$ cat src/rtl/pipeline_ctrl_pkg.sv
// rtl/pipeline_ctrl_pkg.sv - shared types and constants for the pipeline stall/flush controller
package pipeline_ctrl_pkg;

  typedef enum logic [1:0] {
    RUN      = 2'd0,
    MEM_WAIT = 2'd1,
    FAULT    = 2'd2
  } ctrl_state_t;

  localparam int STALL_CNT_W = 16;

  // Enable vector order {pc, ifid, idex, exmem, memwb}; flush order {ifid, idex, exmem, memwb}.
  localparam logic [4:0] WE_RST     = 5'b00000;
  localparam logic [4:0] WE_ALL     = 5'b11111;
  localparam logic [4:0] WE_MEM_HLD = 5'b00001;
  localparam logic [4:0] WE_LD_USE  = 5'b00111;
  localparam logic [3:0] FLUSH_RST  = 4'b1111;
  localparam logic [3:0] FLUSH_NONE = 4'b0000;
  localparam logic [3:0] FLUSH_WB   = 4'b0001;
  localparam logic [3:0] FLUSH_BR   = 4'b1110;
  localparam logic [3:0] FLUSH_IDEX = 4'b0100;

endpackage

$ cat src/rtl/pipeline_ctrl_if.sv
// rtl/pipeline_ctrl_if.sv - hazard inputs, memory handshake and register controls of the pipeline controller
interface pipeline_ctrl_if
  import pipeline_ctrl_pkg::*;
#(
  parameter int REG_ADDR_W = 5
);
  logic [REG_ADDR_W-1:0]  id_rs1;
  logic [REG_ADDR_W-1:0]  id_rs2;
  logic [REG_ADDR_W-1:0]  idex_rd;
  logic                   idex_mem_re;
  logic                   exmem_branch;
  logic                   exmem_zero;
  logic                   exmem_mem_re;
  logic                   exmem_mem_we;
  logic                   dmem_ready;
  logic                   pc_we;
  logic                   ifid_we;
  logic                   idex_we;
  logic                   exmem_we;
  logic                   memwb_we;
  logic                   ifid_flush;
  logic                   idex_flush;
  logic                   exmem_flush;
  logic                   memwb_flush;
  logic                   dmem_req;
  logic                   mem_timeout_err;
  logic [STALL_CNT_W-1:0] stall_cycles;

  // master is the controller, slave is the datapath/memory side
  modport master (
    input  id_rs1, id_rs2, idex_rd, idex_mem_re, exmem_branch, exmem_zero,
           exmem_mem_re, exmem_mem_we, dmem_ready,
    output pc_we, ifid_we, idex_we, exmem_we, memwb_we,
           ifid_flush, idex_flush, exmem_flush, memwb_flush,
           dmem_req, mem_timeout_err, stall_cycles
  );

  modport slave (
    output id_rs1, id_rs2, idex_rd, idex_mem_re, exmem_branch, exmem_zero,
           exmem_mem_re, exmem_mem_we, dmem_ready,
    input  pc_we, ifid_we, idex_we, exmem_we, memwb_we,
           ifid_flush, idex_flush, exmem_flush, memwb_flush,
           dmem_req, mem_timeout_err, stall_cycles
  );
endinterface

$ cat src/rtl/pipeline_ctrl_load_use_detect.sv
// rtl/pipeline_ctrl_load_use_detect.sv - load-use compare of the EX load destination against ID sources
module load_use_detect #(
  parameter int REG_ADDR_W = 5
) (
  input  logic                  mem_re,
  input  logic [REG_ADDR_W-1:0] rd,
  input  logic [REG_ADDR_W-1:0] rs1,
  input  logic [REG_ADDR_W-1:0] rs2,
  output logic                  hazard
);

  // x0 is hardwired zero, so a load targeting it never creates a dependency
  assign hazard = mem_re && (rd != '0) && ((rd == rs1) || (rd == rs2));

endmodule

$ cat src/rtl/pipeline_ctrl.sv
// rtl/pipeline_ctrl.sv - stall/flush controller with load-use, branch and data-memory wait handling
module pipeline_ctrl
  import pipeline_ctrl_pkg::*;
#(
  parameter int MEM_TIMEOUT = 15,
  parameter int REG_ADDR_W  = 5
) (
  input  logic            clk,
  input  logic            reset_n,
  pipeline_ctrl_if.master bus
);

  localparam int CNT_W = $clog2(MEM_TIMEOUT + 1);
  localparam logic [CNT_W-1:0] CNT_LAST = CNT_W'(MEM_TIMEOUT - 1);

  ctrl_state_t            state, state_nxt;
  logic [CNT_W-1:0]       wait_cnt, wait_cnt_nxt;
  logic [STALL_CNT_W-1:0] stall_cnt;
  logic                   err_q;
  logic                   load_use;
  logic                   mem_acc;
  logic                   branch_taken;
  logic [4:0]             we_v;
  logic [3:0]             flush_v;
  logic                   req;

  load_use_detect #(.REG_ADDR_W(REG_ADDR_W)) u_load_use_detect (
    .mem_re (bus.idex_mem_re),
    .rd     (bus.idex_rd),
    .rs1    (bus.id_rs1),
    .rs2    (bus.id_rs2),
    .hazard (load_use)
  );

  assign mem_acc      = bus.exmem_mem_re | bus.exmem_mem_we;
  assign branch_taken = bus.exmem_branch & bus.exmem_zero;

  always_comb begin
    state_nxt    = state;
    wait_cnt_nxt = wait_cnt;
    we_v         = WE_ALL;
    flush_v      = FLUSH_NONE;
    req          = 1'b0;
    case (state)
      RUN: begin
        if (mem_acc && !bus.dmem_ready) begin
          req          = 1'b1;
          we_v         = WE_MEM_HLD;
          flush_v      = FLUSH_WB;
          state_nxt    = MEM_WAIT;
          wait_cnt_nxt = '0;
        end else if (mem_acc) begin
          req = 1'b1;
        end else if (branch_taken) begin
          flush_v = FLUSH_BR;
        end else if (load_use) begin
          we_v    = WE_LD_USE;
          flush_v = FLUSH_IDEX;
        end
      end
      MEM_WAIT: begin
        req = 1'b1;
        if (bus.dmem_ready) begin
          state_nxt = RUN;
        end else begin
          we_v    = WE_MEM_HLD;
          flush_v = FLUSH_WB;
          // ready on the final permitted wait cycle still wins over the fault
          if (wait_cnt == CNT_LAST) begin
            state_nxt = FAULT;
          end else begin
            wait_cnt_nxt = wait_cnt + 1'b1;
          end
        end
      end
      FAULT: begin
        we_v    = WE_RST;
        flush_v = FLUSH_WB;
      end
      default: state_nxt = RUN;
    endcase
    // reset forces the control outputs immediately, not at the next edge
    if (!reset_n) begin
      we_v    = WE_RST;
      flush_v = FLUSH_RST;
      req     = 1'b0;
    end
  end

  always_ff @(posedge clk or negedge reset_n) begin
    if (!reset_n) begin
      state     <= RUN;
      wait_cnt  <= '0;
      stall_cnt <= '0;
      err_q     <= 1'b0;
    end else begin
      state    <= state_nxt;
      wait_cnt <= wait_cnt_nxt;
      if ((state != FAULT) && !we_v[4] && (stall_cnt != '1)) begin
        stall_cnt <= stall_cnt + 1'b1;
      end
      if (state_nxt == FAULT) begin
        err_q <= 1'b1;
      end
    end
  end

  assign bus.pc_we           = we_v[4];
  assign bus.ifid_we         = we_v[3];
  assign bus.idex_we         = we_v[2];
  assign bus.exmem_we        = we_v[1];
  assign bus.memwb_we        = we_v[0];
  assign bus.ifid_flush      = flush_v[3];
  assign bus.idex_flush      = flush_v[2];
  assign bus.exmem_flush     = flush_v[1];
  assign bus.memwb_flush     = flush_v[0];
  assign bus.dmem_req        = req;
  assign bus.mem_timeout_err = err_q;
  assign bus.stall_cycles    = stall_cnt;

endmodule

$ cat src/flat_wrapper.sv
// flat-port wrapper written by rule: the top's interface ports become plain ports
module pipeline_ctrl_flat import pipeline_ctrl_pkg::*;
#(
  parameter int MEM_TIMEOUT = 15,
  parameter int REG_ADDR_W  = 5
)
  (clk, reset_n, bus_id_rs1, bus_id_rs2, bus_idex_rd, bus_idex_mem_re, bus_exmem_branch, bus_exmem_zero, bus_exmem_mem_re, bus_exmem_mem_we, bus_dmem_ready, bus_pc_we, bus_ifid_we, bus_idex_we, bus_exmem_we, bus_memwb_we, bus_ifid_flush, bus_idex_flush, bus_exmem_flush, bus_memwb_flush, bus_dmem_req, bus_mem_timeout_err, bus_stall_cycles);
  pipeline_ctrl_if #(.REG_ADDR_W(REG_ADDR_W)) bus_i ();
  input  logic clk;
  input  logic reset_n;
  input wire logic [$bits(bus_i.id_rs1)-1:0] bus_id_rs1;
  input wire logic [$bits(bus_i.id_rs2)-1:0] bus_id_rs2;
  input wire logic [$bits(bus_i.idex_rd)-1:0] bus_idex_rd;
  input wire logic [$bits(bus_i.idex_mem_re)-1:0] bus_idex_mem_re;
  input wire logic [$bits(bus_i.exmem_branch)-1:0] bus_exmem_branch;
  input wire logic [$bits(bus_i.exmem_zero)-1:0] bus_exmem_zero;
  input wire logic [$bits(bus_i.exmem_mem_re)-1:0] bus_exmem_mem_re;
  input wire logic [$bits(bus_i.exmem_mem_we)-1:0] bus_exmem_mem_we;
  input wire logic [$bits(bus_i.dmem_ready)-1:0] bus_dmem_ready;
  output wire logic [$bits(bus_i.pc_we)-1:0] bus_pc_we;
  output wire logic [$bits(bus_i.ifid_we)-1:0] bus_ifid_we;
  output wire logic [$bits(bus_i.idex_we)-1:0] bus_idex_we;
  output wire logic [$bits(bus_i.exmem_we)-1:0] bus_exmem_we;
  output wire logic [$bits(bus_i.memwb_we)-1:0] bus_memwb_we;
  output wire logic [$bits(bus_i.ifid_flush)-1:0] bus_ifid_flush;
  output wire logic [$bits(bus_i.idex_flush)-1:0] bus_idex_flush;
  output wire logic [$bits(bus_i.exmem_flush)-1:0] bus_exmem_flush;
  output wire logic [$bits(bus_i.memwb_flush)-1:0] bus_memwb_flush;
  output wire logic [$bits(bus_i.dmem_req)-1:0] bus_dmem_req;
  output wire logic [$bits(bus_i.mem_timeout_err)-1:0] bus_mem_timeout_err;
  output wire logic [$bits(bus_i.stall_cycles)-1:0] bus_stall_cycles;
  assign bus_i.id_rs1 = bus_id_rs1;
  assign bus_i.id_rs2 = bus_id_rs2;
  assign bus_i.idex_rd = bus_idex_rd;
  assign bus_i.idex_mem_re = bus_idex_mem_re;
  assign bus_i.exmem_branch = bus_exmem_branch;
  assign bus_i.exmem_zero = bus_exmem_zero;
  assign bus_i.exmem_mem_re = bus_exmem_mem_re;
  assign bus_i.exmem_mem_we = bus_exmem_mem_we;
  assign bus_i.dmem_ready = bus_dmem_ready;
  assign bus_pc_we = bus_i.pc_we;
  assign bus_ifid_we = bus_i.ifid_we;
  assign bus_idex_we = bus_i.idex_we;
  assign bus_exmem_we = bus_i.exmem_we;
  assign bus_memwb_we = bus_i.memwb_we;
  assign bus_ifid_flush = bus_i.ifid_flush;
  assign bus_idex_flush = bus_i.idex_flush;
  assign bus_exmem_flush = bus_i.exmem_flush;
  assign bus_memwb_flush = bus_i.memwb_flush;
  assign bus_dmem_req = bus_i.dmem_req;
  assign bus_mem_timeout_err = bus_i.mem_timeout_err;
  assign bus_stall_cycles = bus_i.stall_cycles;
  pipeline_ctrl #(.MEM_TIMEOUT(MEM_TIMEOUT), .REG_ADDR_W(REG_ADDR_W)) u_core (.clk(clk), .reset_n(reset_n), .bus(bus_i));
endmodule
$ cat config.mk
export PLATFORM = sky130hd
export DESIGN_NAME = pipeline_ctrl_flat
export DESIGN_NICKNAME = d
export VERILOG_FILES = /design/src/rtl/pipeline_ctrl_pkg.sv /design/src/rtl/pipeline_ctrl_if.sv /design/src/rtl/pipeline_ctrl_load_use_detect.sv /design/src/rtl/pipeline_ctrl.sv /design/src/flat_wrapper.sv
export SDC_FILE = /design/constraint.sdc
export NUM_CORES = 1
export LEC_CHECK = 0
export CAP_MARGIN = 10
export CORE_ASPECT_RATIO = 1.2
export CORE_MARGIN = 1.5
export CORE_UTILIZATION = 50
export CTS_BUF_LIST = sky130_fd_sc_hd__clkbuf_2 sky130_fd_sc_hd__clkbuf_4 sky130_fd_sc_hd__clkbuf_8
export DETAILED_ROUTE_END_ITERATION = 16
export GPL_TIMING_DRIVEN = 0
export HOLD_SLACK_MARGIN = 0.02
export PLACE_DENSITY = 0.88
export SKIP_CTS_REPAIR_TIMING = 1
export SLEW_MARGIN = 20
export SYNTH_ARGS = -nofsm -noshare
export SYNTH_HDL_FRONTEND = slang
export SYNTH_SLANG_ARGS = --single-unit
$ cat constraint.sdc
create_clock -name clk -period 5.7 [get_ports clk]
set_clock_uncertainty 0.15 [all_clocks]
set_input_delay 0.57 -clock clk [delete_from_list [all_inputs] [get_ports clk]]
set_output_delay 0.57 -clock clk [all_outputs]
set_load 0.01 [all_outputs]
# Word level (Yosys, flattened, before mapping)
# Cells that the tools add are included.
[classes] mux=26 eq_ne=11 n_reduce_logical=12 bitwise_logic=2 add_sub_neg=2
[op_table] cell="2-to-1 mux 5 bit" count=6
[op_table] cell="2-to-1 mux 4 bit" count=7
[op_table] cell="adder 16 x 1 -> 16 bit (second input constant)" count=1
[op_table] cell="!= test 16 bit (second input constant)" count=1
[op_table] cell="one-hot mux 5 bit (3 select lines)" count=1
[op_table] cell="one-hot mux 4 bit (3 select lines)" count=1
[op_table] cell="equality test 5 bit" count=2
[op_table] cell="one-hot mux 4 bit (2 select lines)" count=1
[op_table] cell="2-to-1 mux 2 bit" count=3
[op_table] cell="!= test 2 bit (second input constant)" count=3
[op_table] cell="one-hot mux 2 bit (3 select lines)" count=1
[op_table] cell="logical AND 1 bit" count=5
[op_table] cell="nonzero test 5 bit" count=1
[op_table] cell="adder 4 x 1 -> 4 bit (second input constant)" count=1
[op_table] cell="equality test 2 bit (second input constant)" count=2
[op_table] cell="equality test 4 bit (second input constant)" count=1
[op_table] cell="2-to-1 mux 1 bit" count=4
[op_table] cell="AND reduction 4 bit" count=1
[op_table] cell="2-to-1 mux 3 bit" count=1
[op_table] cell="equality test 2 x 1 -> 1 bit (second input constant)" count=1
[op_table] cell="logical NOT 1 bit" count=2
[op_table] cell="logical NOT 2 bit" count=1
[op_table] cell="!= test 2 x 1 -> 1 bit (second input constant)" count=1
[op_table] cell="one-hot mux 1 bit (2 select lines)" count=1
[op_table] cell="other kinds (4)" count=4
[word_totals] out_inout_bits=27 regBits=23 wordCells=57

# Longest topological paths before layout
# Gate-level depths: netlist of run 1.
[depth] ltp_word=12 depth_mapped=7 depth_no_buf=7

# Cells and area by module
# Synthesis of run 1 repeated with hierarchy kept, for this count alone.
[unflattened] cells_unflattened=138 hier_area_um2=1356.3
[by_module_without_submodules] mod="pipeline_ctrl" cells_per_inst=121 area_each_um2=1231.2 instances=1
[by_module_without_submodules] mod="load_use_detect" cells_per_inst=17 area_each_um2=125.1 instances=1

# Least setup slack after synthesis of run 1
# OpenSTA, ideal clock, no wires.
[synth_path] path_type="input to output" from="input port bus_idex_rd[0]" to="output port bus_pc_we" setup_slack_ps=3177 cell_stages=5 arrival_time_ps=1803 n_path_buf=1 required_time_ps=4980 path_cell_list="or4_1 -> o21ai_2 -> nor2_1 -> a31oi_1 -> buf_4"
[synth_between] elab_chain_len=9 elab_cells_between_ends=12 cone_classes="eq/ne: 2; mux: 6; reduce/logical: 4"
[synth_rtl] item="start: declaration" line="flat_wrapper.sv:13" rtl="input wire logic [$bits(bus_i.idex_rd)-1:0] bus_idex_rd;"
[synth_rtl] item="equality test 5 bit or nonzero test 5 bit (tied branches)" line="pipeline_ctrl_load_use_detect.sv:13" rtl="assign hazard = mem_re && (rd != '0) && ((rd == rs1) || (rd == rs2));"
[synth_rtl] item="logical OR 1 bit or logical AND 1 bit (tied branches)" line="pipeline_ctrl_load_use_detect.sv:13"
[synth_rtl] item="logical AND 1 bit (*)" line="pipeline_ctrl_load_use_detect.sv:13"
[synth_rtl] item="2-to-1 mux 5 bit (*)" line="pipeline_ctrl.sv:56" rtl="end else if (load_use) begin"
[synth_rtl] item="2-to-1 mux 5 bit (*)" line="pipeline_ctrl.sv:54" rtl="end else if (branch_taken) begin"
[synth_rtl] item="2-to-1 mux 5 bit (*)" line="pipeline_ctrl.sv:52" rtl="end else if (mem_acc) begin"
[synth_rtl] item="2-to-1 mux 5 bit (*)" line="pipeline_ctrl.sv:46" rtl="if (mem_acc && !bus.dmem_ready) begin"
[synth_rtl] item="one-hot mux 5 bit (3 select lines) (*)" line="pipeline_ctrl.sv:44" rtl="case (state)"
[synth_rtl] item="2-to-1 mux 5 bit (*)" line="pipeline_ctrl.sv:83" rtl="if (!reset_n) begin"
[synth_rtl] item="end: declaration" line="flat_wrapper.sv:20" rtl="output wire logic [$bits(bus_i.pc_we)-1:0] bus_pc_we;"
# Mark *: on every way between the ends. The rest lies on a longest branch, timed or not.

# Final worst setup path of run 1
# Ends and elaborated chain as after synthesis.

==> results of run 1 <==
-- area by class of cell --
cell class	instances	area, um2
sequential	23	576
fill	190	638
inverter	4	15.0
clock buffer	4	30.0
tap	33	41.3
buffer	5	37.5
timing repair buffer	49	485
multi-input combinational	101	779
-- layout by cell type, fill, tap and decap left out, drive strengths merged --
cell type	count
clkdlybuf4s50	48
dfrtp	23
xnor2	14
xor2	12
nand3	11
and3	10
nor2	9
nand2	8
nand4	7
clkbuf	5
buf	5
inv	4
and2	3
ha	3
o21ai	3
nor3	3
mux2	3
o31ai	2
nand2b	1
nor4	1
or3	1
o311ai	1
a22oi	1
or4	1
a31oi	1
a31o	1
and4	1
and2b	1
a21oi	1
a32o	1
or2	1
-- worst max-delay path by stage --
| stage | start | to | cells after the start |
|---|---|---|---|
| 2_1_floorplan | bus_idex_rd[0] | bus_pc_we | 5 |
| 3_3_place_gp | reset_n | bus_pc_we | 5 |
| 3_5_place_dp | reset_n | bus_pc_we | 5 |
| 4_1_cts | reset_n | bus_pc_we | 5 |
| 5_1_grt | bus_idex_rd[0] | bus_pc_we | 7 |
| 6_report | bus_idex_rd[0] | bus_pc_we | 7 |
-- layer usage --
metal | part of all wire [%] | GRT usage, %
met1 | 38 | 24.0
met2 | 54 | 39.4
met3 | 7.5 | 6.31
met4 | 0.43 | 4.89
met5 | 0 | 0
-- report_power, final --
group,leakage [nW],total [mW],switching (mW),internal (mW)
registers,0.300,0.225,0.0325,0.192
clock network,0.0184,0.0758,0.0438,0.0320
logic,0.517,0.183,0.0756,0.107
-- registers in the layout, indices dropped and copies added (netlist names) --
register                    count
u_core.state                    2
u_core.bus.stall_cycles        16
u_core.bus.mem_timeout_err      1
u_core.wait_cnt                 4
-- metrics by stage --
stage	util [%]	hold WS (ns)	cell area [um2]
detailed placement	74.5	0.313	1940
finish	75.5	0.0898	1960
CTS	75.7	0.342	1970
global route	75.5	0.128	1960
global placement	74.5	0.306	1940
floorplan	-	0.124	1410
-- kinds of logic (layout without fill, tap and decap cells) --
family / Yosys count / in the layout
multiplexers: 3 / 3
AO/OA/AOI/OAI: 11 / 11
AND/OR/NAND/NOR: 58 / 58
flip-flops: 23 / 23
adder cells (fa/ha/maj): 3 / 3
buffers and inverters: 9 / 62
XOR/XNOR: 26 / 26
-- critical path, cell delays in order --
cell and delay (ns):
clkdlybuf4s50_1 0.46, or4_1 0.57, o21ai_2 0.22, nor2_1 0.10
a31oi_1 0.21, buf_4 0.15, clkdlybuf4s50_1 0.53
==> results_tabular.tex, run 1 <==
\begin{tabular}{lr}
\hline
Metric & Value \\
\hline
\multicolumn{2}{l}{\textbf{Run status}} \\
Result of the run & complete, no violations \\
\multicolumn{2}{l}{\textbf{Critical path}} \\
Number of cells on the worst reg-to-reg path & 7 \\
Setup Crit Path Kind & input port to output port \\
Destination of the worst register-to-register timing path & u\_core.bus.stall\_cycles[1]\$\_DFFE\_PN0P\_ \\
Crit end category & output port \\
Type of element launching the critical path & input port \\
Largest fanout on the critical path & 3 \\
WP data required & 4.98 ns \\
Arrival time of the worst setup path & 2.81 ns \\
Critical register-to-register path startpoint & u\_core.bus.stall\_cycles[0]\$\_DFFE\_PN0P\_ \\
FF-to-FF setup slack & 3.48 ns \\
\multicolumn{2}{l}{\textbf{Synthesis}} \\
Post-synth top area share & 40.9\% \\
Syn Nets & 159 \\
Combinational family with the most area after synthesis & simple AND/OR/NAND/NOR gates \\
Xor/xnor share of the synthesized area & 16.2\% \\
Synth cell types & 39 \\
Synth Instances & 133 \\
Synthesized-area fraction occupied by and/or/nand/nor cells & 26.0\% \\
Avg Cell Area, Syn & 10.6 um2 \\
Most common cell in the netlist & dfrtp\_1 \\
Async set-reset flop share out of synthesis & 100\% \\
Seq/Total Area, Yosys & 40.9\% \\
Total of flip-flops plus latches after synthesis & 23 \\
Most frequently used flop master after synthesis & dfrtp\_1 \\
Synthesized-area fraction occupied by ao, oa, aoi and oai cells & 7.82\% \\
Yosys warns & 0 \\
Post-Syn Area & 1410 um2 \\
Adder and majority gate portion of the synthesized area & 2.67\% \\
Largest cells by area after synthesis & dfrtp\_1, xnor2\_1, xor2\_1 \\
Multiplexer share of the synthesized area & 2.67\% \\
Ranking of synthesized cells by instance count & dfrtp\_1, xnor2\_1, xor2\_1, and3\_1, nor2\_1 \\
Most area-hungry cell type in the Yosys netlist & dfrtp\_1 \\
EDFF count, synth & 0 \\
\multicolumn{2}{l}{\textbf{Die}} \\
Number of rows created at floorplan & 20 \\
Total Die Area & 3140 um2 \\
Area of the core & 2600 um2 \\
Effective utilization at floorplan & 54.1\% \\
Die outline height & 61.1 um \\
Die X & 51.4 um \\
I/O pin count & 50 \\
\multicolumn{2}{l}{\textbf{Placement}} \\
Pre-CTS setup slack & 1.78 ns \\
Count of input and output buffers & 49 \\
Placed wire-length estimate after detailed placement & 2520 um \\
Weighted congestion at the end of routability-driven global placement & 0.786 \\
Number of placed instances, taps included & 215 \\
\multicolumn{2}{l}{\textbf{Clock network}} \\
Clock buffers created by TritonCTS & 3 \\
Buffer levels on the longest clock path & 2 \\
Clock tree from TritonCTS & done \\
Clock root cell & clkbuf\_4 \\
Clock input transition at the sequential cells of the worst setup and hold paths & 0.12 ns \\
Clock Sinks & 23 \\
H-tree level count & 1 \\
Clk Latency, worst-skew pair & 0.30 ns \\
\multicolumn{2}{l}{\textbf{Timing}} \\
Worst Setup Slack, final & 2.17 ns \\
Time the final worst path needs with I/O delays and setup & 3.53 ns \\
Max frequency & 283 MHz \\
Final setup vio count & 0 \\
Max\_slew headroom & 62.9\% \\
Setup repair after global routing missed its margin & no \\
Slew at the pin closest to its max-slew limit & 0.556 ns \\
Setup TNS & 0 ns \\
Hold violation count in the final report & 0 \\
Share of the clock period used by the worst path after layout & 61.9\% \\
Final Slew Violations & 0 \\
\multicolumn{2}{l}{\textbf{Power and ir drop}} \\
Power per cell area & 246 nW/um2 \\
Largest vdd supply drop & 226 uV \\
Leak Pwr & 0.835 nW \\
Total power after layout & 0.483 mW \\
\multicolumn{2}{l}{\textbf{Route}} \\
Post-DRT Antenna Nets & 0 \\
Per-cell via count in the routed design & 5.53 \\
Via total after detailed routing & 1210 \\
Pre-antenna DRT Iters & 4 \\
Initial DRC Count & 20 \\
Remaining design rule violation count & 0 \\
Detailed-route wire length & 3030 um \\
Routed length per placed instance & 13.8 um \\
\multicolumn{2}{l}{\textbf{Global route}} \\
Final global-route overflow total & 0 \\
Pin count of the biggest net entering global routing & 28 \\
GRT Overall Usage & 21.2\% \\
Vias in the first global route & 1229 \\
First-pass GRT wire length & 5110 um \\
Number of antenna violations at the first check in global routing & 0 \\
\multicolumn{2}{l}{\textbf{Layout}} \\
Number of nets in the finished design & 213 \\
Fraction of final layout cells sized beyond drive strength 1 & 16.1\% \\
Number of standard cells in the layout, taps in and fillers out & 219 \\
Area delta synth->final & 39.6\% \\
Number of inserted diodes & 0 \\
\multicolumn{2}{l}{\textbf{Run}} \\
Number of maximum-capacitance violations & 0 \\
\multicolumn{2}{l}{\textbf{Worst hold path}} \\
Hold crit path type & input port to async pin \\
\hline
\end{tabular}
Power figures use the tool's default switching activity.
==> run 2: changes to the inputs <==
--- a/config.mk
+++ b/config.mk
@@ -8,12 +8,12 @@
 export CAP_MARGIN = 10
 export CORE_ASPECT_RATIO = 1.2
 export CORE_MARGIN = 1.5
-export CORE_UTILIZATION = 50
+export CORE_UTILIZATION = 46
 export CTS_BUF_LIST = sky130_fd_sc_hd__clkbuf_2 sky130_fd_sc_hd__clkbuf_4 sky130_fd_sc_hd__clkbuf_8
 export DETAILED_ROUTE_END_ITERATION = 16
 export GPL_TIMING_DRIVEN = 0
 export HOLD_SLACK_MARGIN = 0.02
-export PLACE_DENSITY = 0.88
+export PLACE_DENSITY = 0.82
 export SKIP_CTS_REPAIR_TIMING = 1
 export SLEW_MARGIN = 20
 export SYNTH_ARGS = -nofsm -noshare
==> constraint.sdc (replaced) <==
create_clock -name clk -period 3.35 [get_ports clk]
set_clock_uncertainty 0.15 [all_clocks]
set_input_delay 0.335 -clock clk [delete_from_list [all_inputs] [get_ports clk]]
set_output_delay 0.335 -clock clk [all_outputs]
set_load 0.01 [all_outputs]
==> run 2 against run 1 <==
Compared with the run above:
- clock power is 66% higher
- worst setup slack worse by 1.8 ns
- cell count is 0.91% higher
- utilization is 6.6 points lower
- total power is 70% higher
- first-iteration DRC count is 20% lower
- largest cell class unchanged
==> results_tabular.tex, run 2 (synthesized netlist as in run 1, its figures left out) <==
\begin{tabular}{lr}
\hline
Metric & Value \\
\hline
\multicolumn{2}{l}{\textbf{Run status}} \\
Result of the run & complete, no violations (unchanged) \\
\multicolumn{2}{l}{\textbf{Power and ir drop}} \\
Largest vdd supply drop & 292 uV (was 226 uV) \\
Total power after layout & 0.822 mW (was 0.483 mW) \\
Internal portion of total power & 0.554 mW (was 0.331 mW) \\
Power per cell area & 416 nW/um2 (was 246 nW/um2) \\
Combinational cell fraction of total power & 38.0\% (was 37.9\%) \\
Share of power burned in registers & 46.7\% (was 46.5\%) \\
Part of the total power dissipated in the clock network & 15.4\% (was 15.7\%) \\
Switching fraction of total power & 32.5\% (was 31.4\%) \\
Power spent charging and discharging nets & 0.267 mW (was 0.152 mW) \\
Leak Pwr & 0.838 nW (was 0.835 nW) \\
\multicolumn{2}{l}{\textbf{Worst hold path}} \\
Startpoint of the worst hold path & u\_core.bus.stall\_cycles[15]\$\_DFFE\_PN0P\_ \\
Hold crit path type & flop to flop (was input port to async pin) \\
\multicolumn{2}{l}{\textbf{Timing}} \\
Share of the clock period used by the worst path after layout & 89.7\% \\
Time the final worst path needs with I/O delays and setup & 3.01 ns \\
Max\_slew headroom & 62.6\% (was 62.9\%) \\
Final setup vio count & 0 (unchanged) \\
Hold violation count in the final report & 0 (unchanged) \\
Slew at the pin closest to its max-slew limit & 0.562 ns (was 0.556 ns) \\
Setup TNS & 0 ns (unchanged) \\
Max frequency & 333 MHz \\
Setup repair after global routing missed its margin & no (unchanged) \\
Final Slew Violations & 0 (unchanged) \\
\multicolumn{2}{l}{\textbf{Layout}} \\
Most common cell after layout, fill and taps aside & clkdlybuf4s50\_1 (unchanged) \\
Fraction of final layout cells sized beyond drive strength 1 & 16.0\% (was 16.1\%) \\
Number of nets in the finished design & 214 (was 213) \\
Commonest cells after routing, fill and taps aside & clkdlybuf4s50\_1, dfrtp\_1, xnor2\_1 (unchanged) \\
Number of inserted diodes & 0 (unchanged) \\
Filler Cell Count & 242 (was 190) \\
Area delta synth->final & 40.2\% (was 39.6\%) \\
Max FFs per register & 16 (unchanged) \\
Final core occ & 68.9\% (was 75.5\%) \\
\multicolumn{2}{l}{\textbf{Global route}} \\
First-pass GRT wire length & 5380 um (was 5110 um) \\
Number of antenna violations at the first check in global routing & 0 (unchanged) \\
Vias in the first global route & 1291 (was 1229) \\
Pin count of the biggest net entering global routing & 28 (unchanged) \\
GRT Overall Usage & 20.7\% (was 21.2\%) \\
Final global-route overflow total & 0 (unchanged) \\
\multicolumn{2}{l}{\textbf{Route}} \\
Per-cell via count in the routed design & 5.35 (was 5.53) \\
Via total after detailed routing & 1183 (was 1210) \\
Routed length per placed instance & 13.8 um (about the same) \\
Initial DRC Count & 16 (was 20) \\
Detailed-route wire length & 3060 um (was 3030 um) \\
Post-DRT Antenna Nets & 0 (unchanged) \\
Pre-antenna DRT Iters & 4 (unchanged) \\
Remaining design rule violation count & 0 (unchanged) \\
\multicolumn{2}{l}{\textbf{Die}} \\
Die X & 53.5 um (was 51.4 um) \\
Area of the core & 2860 um2 (was 2600 um2) \\
Effective utilization at floorplan & 49.1\% (was 54.1\%) \\
I/O pin count & 50 (unchanged) \\
Die outline height & 63.6 um (was 61.1 um) \\
Number of rows created at floorplan & 21 (was 20) \\
Total Die Area & 3400 um2 (was 3140 um2) \\
\multicolumn{2}{l}{\textbf{Clock network}} \\
Clock buffers created by TritonCTS & 3 (unchanged) \\
Buffer levels on the longest clock path & 2 (unchanged) \\
Clk Latency, worst-skew pair & 0.31 ns (was 0.30 ns) \\
Clock input transition at the sequential cells of the worst setup and hold paths & 0.13 ns (was 0.12 ns) \\
Clock Sinks & 23 (unchanged) \\
Clock tree from TritonCTS & done (unchanged) \\
Clock root cell & clkbuf\_4 (unchanged) \\
H-tree level count & 1 (unchanged) \\
\multicolumn{2}{l}{\textbf{Critical path}} \\
Critical register-to-register path startpoint & u\_core.bus.stall\_cycles[0]\$\_DFFE\_PN0P\_ (unchanged) \\
WP data required & 2.86 ns (was 4.98 ns) \\
Worst setup path startpoint & reset\_n (was bus\_idex\_rd[0]) \\
Setup Crit Path Kind & input port to output port (unchanged) \\
Arrival time of the worst setup path & 2.52 ns (was 2.81 ns) \\
Type of element launching the critical path & input port (unchanged) \\
Crit end category & output port (unchanged) \\
Largest fanout on the critical path & 27 (was 3) \\
\multicolumn{2}{l}{\textbf{Placement}} \\
Count of input and output buffers & 49 (unchanged) \\
Placed wire-length estimate after detailed placement & 2490 um (was 2520 um) \\
Weighted congestion at the end of routability-driven global placement & 0.742 (was 0.786) \\
\multicolumn{2}{l}{\textbf{Run}} \\
Number of maximum-capacitance violations & 0 (unchanged) \\
\hline
\end{tabular}
## run 2: cell count changes in the layout (fill, tap and decap cells not counted)
cell | previous run | this run
clkinv_2 | 0 | 1
clkbuf_4 | 4 | 3
dlygate4sd3_1 | 0 | 1
## run 2: layout make-up
class | count | area [um2] | share of cell area (%)
Multi-Input combinational cell | 101 | 779 | 39.5
Inverter | 4 | 15.0 | 0.761
Buffer | 5 | 37.5 | 1.90
Tap cell | 34 | 42.5 | 2.16
Timing Repair Buffer | 50 | 495 | 25.1
Clock buffer | 3 | 22.5 | 1.14
Sequential cell | 23 | 576 | 29.2
Clock inverter | 1 | 5.00 | 0.254
## run 2: critical path, cell delays in order
cell and delay, ns:
dlygate4sd3_1 0.52, buf_2 0.47, o311ai_2 0.28, a31oi_1 0.24, buf_4 0.14, clkdlybuf4s50_1 0.53
## run 2: path summary, 6_finish.rpt
kind                            cells after the start                                 endpoint  slack (ns)
worst min register to register                      1  u_core.bus.stall_cycles[15]$_DFFE_PN0P_        0.36
worst min-delay path                                1  u_core.bus.stall_cycles[15]$_DFFE_PN0P_        0.36
max in group asynchronous                           2                u_core.state[1]$_DFF_PN0_        2.30
worst max register to register                      7   u_core.bus.stall_cycles[1]$_DFFE_PN0P_        1.12
worst max-delay path                                6                                bus_pc_we        0.34
min in group asynchronous                           2  u_core.bus.stall_cycles[14]$_DFFE_PN0P_        0.38
## run 2: power by group through the flow
stage | sequential [mW] | combinational [mW] | clock, mW
finish | 0.383 | 0.312 | 0.126
global route | 0.393 | 0.343 | 0.148
CTS | 0.384 | 0.317 | 0.136
detailed placement | 0.389 | 0.314 | 0
global placement | 0.385 | 0.302 | 0
floorplan | 0.396 | 0.140 | 0
## run 2: metal layers
metal  up-vias  wire [um]  GRT usage [%]
met5         -          0              0
met4         0         31           8.65
met3         2        143           3.55
met2        36       1700           39.2
met1       574       1190           21.0
li1        571          -              -
## run 2: per-stage QoR
stage / instances / hold slack, ns / setup WS (ns) / area (um2)
CTS: 220 / 0.363 / -0.0947 / 1970
global placement: 216 / 0.328 / -0.0498 / 1940
floorplan: 133 / -0.111 / 1.30 / 1410
detailed placement: 216 / 0.334 / -0.0952 / 1940
finish: 221 / 0.361 / 0.344 / 1970
global route: 221 / 0.377 / 0.167 / 1970
